$ cat src/rtl/mem_port_arbiter_2to1_pkg.sv
// rtl/mem_port_arbiter_2to1_pkg.sv - shared state encoding, select codes and widths for the memory port arbiter
package mem_arb_pkg;

  typedef enum logic [1:0] {
    ST_IDLE = 2'd0,
    ST_BUSY = 2'd1,
    ST_DONE = 2'd2
  } arb_state_t;

  localparam logic SEL_A      = 1'b0;
  localparam logic SEL_B      = 1'b1;
  localparam int   WAIT_CNT_W = 8;

  // Round-robin pick: a lone requester wins outright, contention goes to whoever did not win last.
  function automatic logic rr_pick(input logic req_a, input logic req_b, input logic last_win);
    logic pick;
    if (req_a && req_b) begin
      pick = (last_win == SEL_A) ? SEL_B : SEL_A;
    end else if (req_b) begin
      pick = SEL_B;
    end else begin
      pick = SEL_A;
    end
    return pick;
  endfunction

endpackage

$ cat src/rtl/mem_port_arbiter_2to1_if.sv
// rtl/mem_port_arbiter_2to1_if.sv - requester, memory and completion signals of the shared memory port
interface mem_port_arbiter_2to1_if;
  import mem_arb_pkg::*;

  logic        req_a;
  logic [31:0] addr_a;
  logic        req_b;
  logic [31:0] addr_b;
  logic        mem_ack;

  logic        sel;
  logic        gnt_a;
  logic        gnt_b;
  logic [31:0] mem_addr;
  logic        mem_req;
  logic        done_a;
  logic        done_b;
  logic        err;

  // master: the requesters and memory around the arbiter; slave: the arbiter itself
  modport master (
    output req_a, addr_a, req_b, addr_b, mem_ack,
    input  sel, gnt_a, gnt_b, mem_addr, mem_req, done_a, done_b, err
  );

  modport slave (
    input  req_a, addr_a, req_b, addr_b, mem_ack,
    output sel, gnt_a, gnt_b, mem_addr, mem_req, done_a, done_b, err
  );

endinterface

$ cat src/rtl/mem_port_arbiter_2to1_mux.sv
// rtl/mem_port_arbiter_2to1_mux.sv - 2:1 32-bit word select feeding the registered memory address
module Mux32Bit2To1
  import mem_arb_pkg::*;
(
  input  logic        sel,
  input  logic [31:0] in0,
  input  logic [31:0] in1,
  output logic [31:0] y
);

  assign y = (sel == SEL_B) ? in1 : in0;

endmodule

$ cat src/rtl/mem_port_arbiter_2to1.sv
// rtl/mem_port_arbiter_2to1.sv - round-robin 2:1 arbiter and req/ack sequencer with hung-access timeout
module mem_port_arbiter_2to1
  import mem_arb_pkg::*;
#(
  parameter int TIMEOUT = 15
) (
  input  logic                    clk,
  input  logic                    reset,
  mem_port_arbiter_2to1_if.slave  bus
);

  localparam logic [WAIT_CNT_W-1:0] WAIT_LAST = WAIT_CNT_W'(TIMEOUT - 1);

  arb_state_t             state;
  arb_state_t             state_nx;
  logic                   sel_q;
  logic [31:0]            mem_addr_q;
  logic [WAIT_CNT_W-1:0]  wait_cnt;
  logic [WAIT_CNT_W-1:0]  wait_cnt_nx;
  logic                   last_win;
  logic                   err_q;
  logic                   err_nx;
  logic                   win_go;
  logic                   win_sel;
  logic [31:0]            mux_addr;

  Mux32Bit2To1 u_addr_mux (
    .sel (win_sel),
    .in0 (bus.addr_a),
    .in1 (bus.addr_b),
    .y   (mux_addr)
  );

  always_ff @(posedge clk) begin
    if (reset) begin
      state      <= ST_IDLE;
      sel_q      <= SEL_A;
      mem_addr_q <= '0;
      wait_cnt   <= '0;
      last_win   <= SEL_B;
      err_q      <= 1'b0;
    end else begin
      state    <= state_nx;
      wait_cnt <= wait_cnt_nx;
      err_q    <= err_nx;
      // A timed-out turn still counts as a win so the other side gets priority next.
      if (win_go) begin
        sel_q      <= win_sel;
        mem_addr_q <= mux_addr;
        last_win   <= win_sel;
      end
    end
  end

  always_comb begin
    state_nx    = state;
    wait_cnt_nx = wait_cnt;
    err_nx      = err_q;
    win_go      = 1'b0;
    win_sel     = SEL_A;
    unique case (state)
      ST_IDLE: begin
        win_sel = rr_pick(bus.req_a, bus.req_b, last_win);
        if (bus.req_a || bus.req_b) begin
          win_go      = 1'b1;
          wait_cnt_nx = '0;
          state_nx    = ST_BUSY;
        end
      end
      ST_BUSY: begin
        if (bus.mem_ack) begin
          err_nx   = 1'b0;
          state_nx = ST_DONE;
        end else if (wait_cnt == WAIT_LAST) begin
          err_nx   = 1'b1;
          state_nx = ST_DONE;
        end else begin
          wait_cnt_nx = wait_cnt + 1'b1;
        end
      end
      ST_DONE: begin
        state_nx = ST_IDLE;
      end
      default: begin
        state_nx = ST_IDLE;
      end
    endcase
  end

  // Every output decodes flops only, so nothing combinational reaches them from the inputs.
  assign bus.sel      = sel_q;
  assign bus.mem_addr = mem_addr_q;
  assign bus.gnt_a    = (state != ST_IDLE) && (sel_q == SEL_A);
  assign bus.gnt_b    = (state != ST_IDLE) && (sel_q == SEL_B);
  assign bus.mem_req  = (state == ST_BUSY);
  assign bus.done_a   = (state == ST_DONE) && (sel_q == SEL_A);
  assign bus.done_b   = (state == ST_DONE) && (sel_q == SEL_B);
  assign bus.err      = (state == ST_DONE) && err_q;

  a_single_done: assert property (@(posedge clk) disable iff (reset)
    !(bus.done_a && bus.done_b));

  a_wait_bound: assert property (@(posedge clk) disable iff (reset)
    (state != ST_BUSY) || (wait_cnt <= WAIT_LAST));

endmodule

$ cat src/flat_wrapper.sv
// flat-port wrapper written by rule: the top's interface ports become plain ports
module mem_port_arbiter_2to1_flat import mem_arb_pkg::*;
#(
  parameter int TIMEOUT = 15
)
  (clk, reset, bus_req_a, bus_addr_a, bus_req_b, bus_addr_b, bus_mem_ack, bus_sel, bus_gnt_a, bus_gnt_b, bus_mem_addr, bus_mem_req, bus_done_a, bus_done_b, bus_err);
  mem_port_arbiter_2to1_if bus_i ();
  input  logic clk;
  input  logic reset;
  input wire logic [$bits(bus_i.req_a)-1:0] bus_req_a;
  input wire logic [$bits(bus_i.addr_a)-1:0] bus_addr_a;
  input wire logic [$bits(bus_i.req_b)-1:0] bus_req_b;
  input wire logic [$bits(bus_i.addr_b)-1:0] bus_addr_b;
  input wire logic [$bits(bus_i.mem_ack)-1:0] bus_mem_ack;
  output wire logic [$bits(bus_i.sel)-1:0] bus_sel;
  output wire logic [$bits(bus_i.gnt_a)-1:0] bus_gnt_a;
  output wire logic [$bits(bus_i.gnt_b)-1:0] bus_gnt_b;
  output wire logic [$bits(bus_i.mem_addr)-1:0] bus_mem_addr;
  output wire logic [$bits(bus_i.mem_req)-1:0] bus_mem_req;
  output wire logic [$bits(bus_i.done_a)-1:0] bus_done_a;
  output wire logic [$bits(bus_i.done_b)-1:0] bus_done_b;
  output wire logic [$bits(bus_i.err)-1:0] bus_err;
  assign bus_i.req_a = bus_req_a;
  assign bus_i.addr_a = bus_addr_a;
  assign bus_i.req_b = bus_req_b;
  assign bus_i.addr_b = bus_addr_b;
  assign bus_i.mem_ack = bus_mem_ack;
  assign bus_sel = bus_i.sel;
  assign bus_gnt_a = bus_i.gnt_a;
  assign bus_gnt_b = bus_i.gnt_b;
  assign bus_mem_addr = bus_i.mem_addr;
  assign bus_mem_req = bus_i.mem_req;
  assign bus_done_a = bus_i.done_a;
  assign bus_done_b = bus_i.done_b;
  assign bus_err = bus_i.err;
  mem_port_arbiter_2to1 #(.TIMEOUT(TIMEOUT)) u_core (.clk(clk), .reset(reset), .bus(bus_i));
endmodule
$ cat config.mk
export PLATFORM = sky130hd
export DESIGN_NAME = mem_port_arbiter_2to1_flat
export DESIGN_NICKNAME = d
export VERILOG_FILES = /design/src/rtl/mem_port_arbiter_2to1_pkg.sv /design/src/rtl/mem_port_arbiter_2to1_if.sv /design/src/rtl/mem_port_arbiter_2to1_mux.sv /design/src/rtl/mem_port_arbiter_2to1.sv /design/src/flat_wrapper.sv
export SDC_FILE = /design/constraint.sdc
export NUM_CORES = 1
export LEC_CHECK = 0
export CAP_MARGIN = 20
export CORE_AREA = 8 8 91 93
export CTS_CLUSTER_SIZE = 16
export DETAILED_ROUTE_END_ITERATION = 8
export DIE_AREA = 0 0 99 101
export PLACE_DENSITY = 0.72
export SETUP_SLACK_MARGIN = 0.3
export SYNTH_ARGS = -nofsm -noshare
export SYNTH_HDL_FRONTEND = slang
export SYNTH_HIERARCHICAL = 1
export SYNTH_SLANG_ARGS = --single-unit
$ cat constraint.sdc
create_clock -name clk -period 1.63 [get_ports clk]
set_input_delay 0.326 -clock clk [delete_from_list [all_inputs] [get_ports clk]]
set_output_delay 0.326 -clock clk [all_outputs]
set_load 0.01 [all_outputs]
==> reports/results.tsv <==
stage	metric	value	unit
status	status	finished, final reports clean	
global_routing	largest net degree at the start of global routing	37	
setup_path	CP startpoint kind	register	
cts	CTS Buf Count	5	
synth	post-synthesis sequential area ratio	38.83	%
cts	Clock Tree Root	clkbuf_8	
timing	Tmin final	1.521	ns
synth	Syn Inst Count	250	
synth	ys async rst share	0	%
global_routing	first-pass GRT wire length	11960	µm
synth	Netlist Area Pre-Place	2320	µm²
cts	CTS tree	yes	
setup_path	crit path DAT	1.68	ns
finish	fin nets	451	
drt	WL final	7649	µm
floorplanning	die width	99	µm
floorplanning	FP Rows	31	
floorplanning	die area	9999	µm²
timing	Hold WS	0.4548	ns
synth	yosys warns	6	
cts	CTS Sinks	45	
timing	clock skew	0.006499	ns
setup_path	required time worst endpoint	1.79	ns
placement	number of I/O port buffers	107	
synth	Mapped Nets	321	
finish	P&R area growth vs syn	68.93	%
global_routing	grt ovf	0	
setup_path	maximum fanout along the worst path	17	
cts	clk_lat worst skew	0.29	ns
finish	layout cells sized above 1	32.81	%
power_and_ir_drop	Leak Pwr	1.708	nW
timing	Hold Fails Final Rpt	0	
synth	count of cell types in the netlist	43	
finish	post-route insts no fill	463	
cts	Clock Tree Buf Depth	2	
timing	f_max	657.4	MHz
power_and_ir_drop	pwr dens	764.5	nW/µm²
finish	commonest non-fill, non-tap cell in the layout	clkdlybuf4s50_1	
setup_path	crit end category	register	
floorplanning	DIE HEIGHT	101	µm
placement	Detailed Place HPWL	5402	µm
setup_path	Setup CP Type	register to register	
drt	vias	2283	
timing	Slew headroom	70.13	%
worst_hold_path	min-delay worst type	register to register	
placement	area of placed instances	3583	µm²
finish	Finished Core Util	56.44	%
global_routing	vias in the first global route	2397	
global_routing	overall routing resource usage	14.88	%
synth	Syn Area/Cell	9.279	µm²
drt	Antenna Nets Post-Route	0	
synth	Post-synth EDFFs	0	
cts	CTS Hold Bufs	0	
finish	ant diodes	0	
drt	DRC Markers	0	
drt	1st-iter DRT viols	58	
placement	DP Cell Count	441	
floorplanning	Initial Util	33.41	%
floorplanning	Core Area	6943	µm²
power_and_ir_drop	total power	2.996	mW
cts	H-Tree Depth	2	
flow_run	max-cap violation count	0	
drt	iteration count of the initial detailed-routing pass	4	
drt	DR vias/cell	4.931	
cts	Reg clk slew, reported paths	0.09	ns
global_routing	initial antenna violation count	0	
finish	fin area	3919	µm²
synth	Main synth FF type	dfxtp_1	
synth	number of synthesized register bits	45	
timing	RSZ-0062 raised after global routing	true	
drt	WL/cell	16.52	µm
timing	Slew Viols, Final	0	
finish	Layout fillers	646	
timing	Final period util	93.33	%
finish	commonest cells after routing, fill and taps aside	clkdlybuf4s50_1 (65), nand2_1 (57), dlygate4sd2_1 (36), dfxtp_1 (36), mux2_4 (30)	
floorplanning	I/O pin count	108	
timing	worst slew pin tran	0.4480	ns
timing	setup violators final	0	
power_and_ir_drop	maximum VDD drop	0.5160	mV
placement	GPL Wtd Cong	0.8587	
-- where the power goes --
group,internal [mW],total (mW),switching (mW),leakage (nW)
sequential,1.18,1.22,0.0437,0.374
combinational,0.523,0.906,0.383,1.27
clock,0.500,0.868,0.368,0.0585
-- cell type report --
cell class                      count  area, µm²  area share, %
Multi-Input combinational cell    188       1433          36.56
Timing Repair Buffer              137       1336          34.10
Sequential cell                    45      919.6          23.47
Tap cell                           82      102.6          2.618
Clock buffer                        7      86.33          2.203
Clock inverter                      1      30.03         0.7663
Inverter                            3      11.26         0.2874
-- logic make-up after synthesis --
| kind of cell | synth area share (%) |
|---|---|
| flip-flops | 38.83 |
| buffers and inverters | 5.502 |
| multiplexers | 20.39 |
| AND/OR/NAND/NOR | 19.42 |
| adder cells (fa/ha/maj) | 1.079 |
| AO/OA/AOI/OAI | 14.78 |
-- sequential cells by signal, summed over array words and instances (netlist names) --
name and cells:
u_core/err_q 1, u_core/last_win 1, u_core/bus.mem_addr 32, u_core/wait_cnt 8, u_core/state 2, u_core/bus.sel 1
-- synthesized netlist by cell type, types with 2 or more instances --
library cell | instances | share of area [%]
dfxtp_1 | 45 | 39
a21oi_1 | 36 | 7.8
o21ai_0 | 2 | 0.43
nand3_1 | 2 | 0.43
nor3_1 | 4 | 0.86
mux2_2 | 2 | 0.97
and3_1 | 2 | 0.54
and3b_1 | 2 | 0.76
ha_1 | 2 | 1.1
buf_2 | 6 | 1.3
nand2_1 | 69 | 11
nor2_1 | 6 | 0.97
mux2_4 | 30 | 19
and4_1 | 2 | 0.76
clkbuf_1 | 4 | 0.65
a211o_1 | 2 | 0.76
inv_1 | 3 | 0.49
nand2b_1 | 2 | 0.54
o31ai_1 | 2 | 0.65
buf_12 | 3 | 2.6
o311ai_0 | 2 | 0.76
-- critical path, stage by stage, from the launching register on --
cell,delay [ns]
dfxtp_4,0.37
nor2_4,0.11
and3_4,0.25
buf_12,0.19
mux2_2,0.34
nand2_1,0.06
a21oi_1,0.05
-- final timing paths --
kind                           from                       to  slack, ns  cells after the start
max                 u_core/state[1]  u_core/bus.mem_addr[31]       0.11                      6
min          u_core/bus.mem_addr[5]   u_core/bus.mem_addr[5]       0.45                      2
max reg2reg         u_core/state[1]  u_core/bus.mem_addr[31]       0.11                      6
min reg2reg  u_core/bus.mem_addr[5]   u_core/bus.mem_addr[5]       0.45                      2
-- stage by stage --
stage          setup TNS (ns)  setup slack [ns]
2_1_floorplan               0            0.1850
3_3_place_gp           -5.885           -0.1845
3_5_place_dp           -6.791           -0.2091
4_1_cts                     0           0.08455
5_1_grt                     0           0.05958
6_report                    0            0.1088
-- layer usage --
metal	vias up	track usage, %	share of wire, %
met2	70	27.96	52
met4	0	3.896	0.85
met5	-	0	0
met3	7	4.006	5.3
li1	1128	-	-
met1	1078	15.93	42
-- timing repair --
item                       CTS  global route
gates resized for setup     86            22
buffers inserted            12             0
setup endpoints to repair   81            48
pin swaps                    6             2
cloned                       2             0
Power figures use the tool's default switching activity.
==> RTL change 1, RTL diff (same flow settings) <==
Make the reset (`reset`) asynchronous in one clocked block.
--- a/src/rtl/mem_port_arbiter_2to1.sv
+++ b/src/rtl/mem_port_arbiter_2to1.sv
@@ -31,7 +31,7 @@
     .y   (mux_addr)
   );
 
-  always_ff @(posedge clk) begin
+  always_ff @(posedge clk or posedge reset) begin
     if (reset) begin
       state      <= ST_IDLE;
       sel_q      <= SEL_A;
Formal check against the unedited RTL: differs if reset is asserted again (counterexample within 4 cycles, from zero or initial values and one cycle with reset high); with reset held inactive, the same outputs for 10 cycles.
==> RTL change 1 against the unedited design <==
- the run now ends with setup timing left
- critical path depth increased by 1
- final cell count decreased by 9.7%
- sequential cell count unchanged
- setup slack got worse by 180 ps
- wire length decreased by 1.9%
- maximum frequency decreased by 11%
- synthesized area increased by 4.3%
- first-iteration DRC count decreased by 64%
- design area increased by 13%
- largest cell class is now non-clock buffers
Power is not compared: it rests on default switching activity, and its combinational part moved more than twofold at a synthesized area within 25%.
==> RTL change 1: results (changes against the unedited design) <==
\begin{tabular}{lr}
\hline
Metric & Value \\
\hline
\multicolumn{2}{l}{\textbf{Run status}} \\
\quad Result of the run & finished, violations left \\
\quad Violated checks & setup timing \\
\multicolumn{2}{l}{\textbf{Synth}} \\
\quad Part of the Yosys area used for sequential elements & 0.466 (+0.0775) \\
\quad Syn Nets & 250 (-22\%) \\
\quad Cell types occupying the most area after synthesis & sky130\_fd\_sc\_hd\_\_dfrtp\_1 46\%, sky130\_fd\_sc\_hd\_\_mux2\_4 19\%, sky130\_fd\_sc\_hd\_\_mux2\_2 16\%, sky130\_fd\_sc\_hd\_\_buf\_12 2.5\%, sky130\_fd\_sc\_hd\_\_a21oi\_1 2.1\% \\
\quad Cells after synthesis & 179 (-28\%) \\
\quad Count of different cell masters after synthesis & 30 (-30\%) \\
\quad Commonest cells in the synthesized netlist & 44 x sky130\_fd\_sc\_hd\_\_dfrtp\_1, 35 x sky130\_fd\_sc\_hd\_\_mux2\_2, 30 x sky130\_fd\_sc\_hd\_\_mux2\_4 \\
\quad Share of flip-flops with an asynchronous set or reset & 1.00 (+1.00) \\
\multicolumn{2}{l}{\textbf{STA}} \\
\quad Setup-violating endpoint count in the final report & 31 (+31) \\
\quad Worst Setup Slack, final & -75.1 ps (-184 ps) \\
\quad Worst hold margin & 331 ps (-124 ps) \\
\quad Relative slew margins & 0.799 (+0.0974) \\
\quad Setup\_tns & -1440 ps (-1440 ps) \\
\multicolumn{2}{l}{\textbf{Drt}} \\
\quad Starting DRT DRC Count & 21 (-64\%) \\
\quad Routed len/inst & 18.0 um (+8.7\%) \\
\quad Detailed-route via count & 2015 (-12\%) \\
\multicolumn{2}{l}{\textbf{Cells and area}} \\
\quad Filler Cell Count & 515 (-20\%) \\
\quad Final net count & 406 (-10\%) \\
\quad Post-route insts no fill & 418 (-9.7\%) \\
\quad Ratio of cells with drive above 1 in the final layout & 0.488 (+0.160) \\
\multicolumn{2}{l}{\textbf{Placement}} \\
\quad Routability-driven placement congestion ratio & 0.857 (-0.19\%) \\
\quad Worst Setup Slack post-DPL & -395 ps (-186 ps) \\
\quad Number of cells after detailed placement & 383 (-13\%) \\
\multicolumn{2}{l}{\textbf{GRT}} \\
\quad Vias in the first global route & 2172 (-9.4\%) \\
\quad Global Route met1 Usage & 0.168 (+0.00868) \\
\quad Global-route total usage across every layer & 0.142 (-0.00672) \\
\quad Global-route track usage on met2 & 0.246 (-0.0338) \\
\multicolumn{2}{l}{\textbf{Worst setup path}} \\
\quad Data arrival at the endpoint of the critical path & 1890 ps (+210 ps) \\
\hline
\end{tabular}
RTL change 1: cell types whose count changed in the layout (fill, tap and decap cells not counted), sizes merged, moves of 5 or more:
cell / before / now
dfxtp: 45 / 0
clkdlybuf4s15: 0 / 23
nor3: 5 / 0
dlygate4sd2: 36 / 9
mux2: 32 / 65
a21oi: 36 / 12
nand2: 69 / 3
buf: 36 / 56
dfrtp: 0 / 44
RTL change 1: logic make-up after synthesis:
group,after synthesis,share of synthesized area
flip-flops,45,0.466
multiplexers,65,0.349
adder cells (fa/ha/maj),2,0.0103
AND/OR/NAND/NOR,28,0.0683
AO/OA/AOI/OAI,24,0.0579
buffers and inverters,15,0.0486
RTL change 1: path summary, 6_finish.rpt:
path / startpoint / endpoint / cells past startpoint
setup / recovery: u_core/state[0] / u_core/bus.mem_addr[3] / 7
hold / removal: reset / u_core/wait_cnt[1] / 2
setup reg to reg: u_core/state[0] / u_core/bus.mem_addr[3] / 7
hold reg to reg: u_core/bus.mem_addr[16] / u_core/bus.mem_addr[16] / 1
max in group asynchronous: reset / u_core/last_win / 3
min in group clk: u_core/bus.mem_addr[16] / u_core/bus.mem_addr[16] / 1
RTL change 1: layer usage:
metal	vias to the layer above	wire length (um)
met1	989	3170
met5	-	0
li1	956	-
met2	63	3840
met4	0	95
met3	7	398
RTL change 1: power breakdown:
part / total [uW] / switching, uW / internal (uW)
Clock: 875 / 375 / 500
Combinational: 3550 / 1360 / 2190
Sequential: 1900 / 296 / 1610
RTL change 1: what timing repair did:
action / in CTS / in global routing
setup endpoints to repair: 82 / 75
pin swaps: 4 / 15
setup buffers: 4 / 21
resized for setup: 104 / 61
cloned: 2 / 0
endpoints found under the hold margin: 0 / 0
RTL change 1: metrics by stage:
| stage | power, uW | utilization |
|---|---|---|
| 3_5_place_dp | 4870 | 0.546 |
| 5_1_grt | 6700 | 0.638 |
| 2_1_floorplan | 3330 | - |
| 3_3_place_gp | 4810 | 0.546 |
| 6_report | 6330 | 0.638 |
| 4_1_cts | 5840 | 0.588 |
RTL change 1: area by class of cell:
cell class,instances,area [um^2],share of cell area
Clock buffer,7,86.3,0.0195
Clock inverter,1,30.0,0.00678
Inverter,7,35.0,0.00791
Multi-Input combinational cell,119,1450,0.327
Sequential cell,45,1130,0.255
Tap cell,82,103,0.0232
Timing Repair Buffer,157,1600,0.361
RTL change 1: worst max-delay path: stages, from the launching register on:
cell                      delay [ps]
sky130_fd_sc_hd__dfrtp_1         420
sky130_fd_sc_hd__nor2_4          150
sky130_fd_sc_hd__nand3_2         110
sky130_fd_sc_hd__inv_4           110
sky130_fd_sc_hd__buf_6           120
sky130_fd_sc_hd__buf_16          130
sky130_fd_sc_hd__mux2_4          300
sky130_fd_sc_hd__mux2_4          260
==> RTL change 2, RTL diff (same flow settings) <==
Made on the original files. Set the package constant `WAIT_CNT_W` to 9 (it was 8).
--- a/src/rtl/mem_port_arbiter_2to1_pkg.sv
+++ b/src/rtl/mem_port_arbiter_2to1_pkg.sv
@@ -9,7 +9,7 @@
 
   localparam logic SEL_A      = 1'b0;
   localparam logic SEL_B      = 1'b1;
-  localparam int   WAIT_CNT_W = 8;
+  localparam int   WAIT_CNT_W = 9;
 
   // Round-robin pick: a lone requester wins outright, contention goes to whoever did not win last.
   function automatic logic rr_pick(input logic req_a, input logic req_b, input logic last_win);
Formal check against the unedited RTL: same outputs for any inputs over 10 cycles, from zero or initial values and one cycle with reset high; that may be too few to reach the edited logic, so the function may still have changed.
==> RTL change 2 against the unedited design <==
- total power up 1.5%
- synthesized area is 3.1% higher
- count of clock-buffer cells in the layout unchanged
- sequential power is 4% higher
- first-iteration DRC count grew 31%
- final cell count rose by 1.7%
- wire length decreased by 3.3%
- setup slack got worse by 43 ps
- non-clock buffer count increased by 3
- sequential cell count grew 1
- design area grew 2.4%
==> RTL change 2: results (changes against the unedited design) <==
\begin{tabular}{lr}
\hline
Metric & Value \\
\hline
\multicolumn{2}{l}{\textbf{Synth}} \\
\quad Count of different cell masters after synthesis & 39 (-9.3\%) \\
\quad Commonest cells in the synthesized netlist & 69 x sky130\_fd\_sc\_hd\_\_nand2\_1, 46 x sky130\_fd\_sc\_hd\_\_dfxtp\_1, 36 x sky130\_fd\_sc\_hd\_\_a21oi\_1 \\
\quad Syn Nets & 327 (+1.9\%) \\
\quad Part of the Yosys area used for sequential elements & 0.385 (-0.00321) \\
\quad Cell types occupying the most area after synthesis & sky130\_fd\_sc\_hd\_\_dfxtp\_1 39\%, sky130\_fd\_sc\_hd\_\_mux2\_4 19\%, sky130\_fd\_sc\_hd\_\_nand2\_1 11\%, sky130\_fd\_sc\_hd\_\_a21oi\_1 7.5\%, sky130\_fd\_sc\_hd\_\_buf\_12 2.5\% \\
\multicolumn{2}{l}{\textbf{GRT}} \\
\quad Met3 Usage GRT & 0.0539 (+0.0138) \\
\quad Maximum number of pins on one net before global-route repair & 38 (+2.7\%) \\
\quad Global-route total usage across every layer & 0.146 (-0.00321) \\
\quad Global-route track usage on met2 & 0.250 (-0.0296) \\
\quad Vias in the first global route & 2435 (+1.6\%) \\
\multicolumn{2}{l}{\textbf{Drt}} \\
\quad Routed len/inst & 15.7 um (-4.9\%) \\
\quad DR vias/cell & 4.97 (+0.80\%) \\
\quad Starting DRT DRC Count & 76 (+31\%) \\
\multicolumn{2}{l}{\textbf{Worst setup path}} \\
\quad Origin of the critical flop-to-flop path & u\_core/wait\_cnt[6] \\
\quad Slowest cell on crit path & sky130\_fd\_sc\_hd\_\_or4\_4 \\
\quad Worst setup slack for register-to-register paths & 70 ps (-40 ps) \\
\quad End point of the critical path & u\_core/wait\_cnt[0] \\
\quad Data arrival at the endpoint of the critical path & 1740 ps (+60 ps) \\
\quad Largest fanout on the critical path & 5 (-12) \\
\multicolumn{2}{l}{\textbf{Cells and area}} \\
\quad Filler Cell Count & 602 (-6.8\%) \\
\quad Ratio of cells with drive above 1 in the final layout & 0.347 (+0.0190) \\
\multicolumn{2}{l}{\textbf{STA}} \\
\quad Relative slew margins & 0.708 (+0.00646) \\
\quad Worst clock skew & 4.55 ps (-1.95 ps) \\
\multicolumn{2}{l}{\textbf{Pwr}} \\
\quad Worst IR drop on VDD & 331 uV (-36\%) \\
\multicolumn{2}{l}{\textbf{Run status}} \\
\quad Result of the run & completed \\
\multicolumn{2}{l}{\textbf{Hold path}} \\
\quad Path category of the worst min-delay check & input pin to register \\
\multicolumn{2}{l}{\textbf{CTS}} \\
\quad Root buffer cell & sky130\_fd\_sc\_hd\_\_clkbuf\_8 \\
\multicolumn{2}{l}{\textbf{Placement}} \\
\quad Post-placement cell area & 3720 um\^{}2 (+3.9\%) \\
\quad Detailed Place HPWL & 5430 um (+0.61\%) \\
\quad Routability-driven placement congestion ratio & 0.788 (-8.3\%) \\
\hline
\end{tabular}
==> RTL change 2: cell count changes after synthesis, moves of 3 or more <==
cell	unedited run	this run
sky130_fd_sc_hd__a21oi_2	0	4
sky130_fd_sc_hd__buf_2	6	1
sky130_fd_sc_hd__nor3_1	4	1
sky130_fd_sc_hd__clkbuf_1	4	9
sky130_fd_sc_hd__xor2_1	0	3
sky130_fd_sc_hd__a2111o_1	0	3
==> RTL change 2: final cells by class <==
| type | instances | area, um^2 | area share |
|---|---|---|---|
| well taps | 82 | 103 | 0.0256 |
| repair buffers | 140 | 1370 | 0.341 |
| clock buffers | 7 | 86.3 | 0.0215 |
| multi-input cells | 192 | 1500 | 0.373 |
| inverters | 3 | 13.8 | 0.00343 |
| flip-flops and latches | 46 | 937 | 0.233 |
| clock inverters | 1 | 5.00 | 0.00125 |
==> RTL change 2: worst min path at each step <==
stage | from | end | slack (ps) | cells past startpoint
finish | bus_mem_ack | u_core/err_q | 440 | 2
global placement | u_core/bus.mem_addr[9] | u_core/bus.mem_addr[9] | 440 | 2
detailed placement | u_core/bus.mem_addr[3] | u_core/bus.mem_addr[3] | 450 | 2
global route | bus_mem_ack | u_core/err_q | 430 | 2
floorplan | bus_mem_ack | u_core/err_q | 420 | 1
CTS | bus_mem_ack | u_core/err_q | 430 | 2
==> RTL change 2: cell families (layout without fill, tap and decap cells) <==
kind of cell | Yosys count | in the layout | share of synthesized area
adders and majority gates | 2 | 2 | 0.0105
muxes | 32 | 32 | 0.198
and+or+nand+nor | 101 | 101 | 0.197
DFF | 46 | 46 | 0.385
buffers and inverters | 19 | 151 | 0.0586
AOI/OAI and AO/OA | 53 | 54 | 0.140
xor gates and xnor gates | 3 | 3 | 0.0110
==> RTL change 2: layer usage <==
metal | share of wire | vias up | wire, um
met5 | 0 | - | 0
met4 | 0.015 | 0 | 109
met3 | 0.071 | 10 | 526
met2 | 0.51 | 90 | 3750
met1 | 0.41 | 1094 | 3010
li1 | - | 1147 | -
==> RTL change 2: stage by stage <==
step | utilization | std cells | worst slack (ps)
2_1_floorplan | - | 256 | 151
3_3_place_gp | 0.536 | 455 | -256
3_5_place_dp | 0.536 | 455 | -300
4_1_cts | 0.554 | 466 | 57.9
5_1_grt | 0.578 | 471 | -2.20
6_report | 0.578 | 471 | 65.9
==> RTL change 2: where the power goes <==
part,internal (uW),switching (uW),total [uW]
Sequential,1220,53.8,1270
Combinational,605,454,1060
Clock,342,369,711
==> RTL change 2: what timing repair did <==
action | 4_1_cts | 5_1_grt
endpoints found under the setup margin | 83 | 50
buffers inserted | 2 | 4
cloned | 1 | 1
pin swaps | 10 | 11
resized for setup | 82 | 35
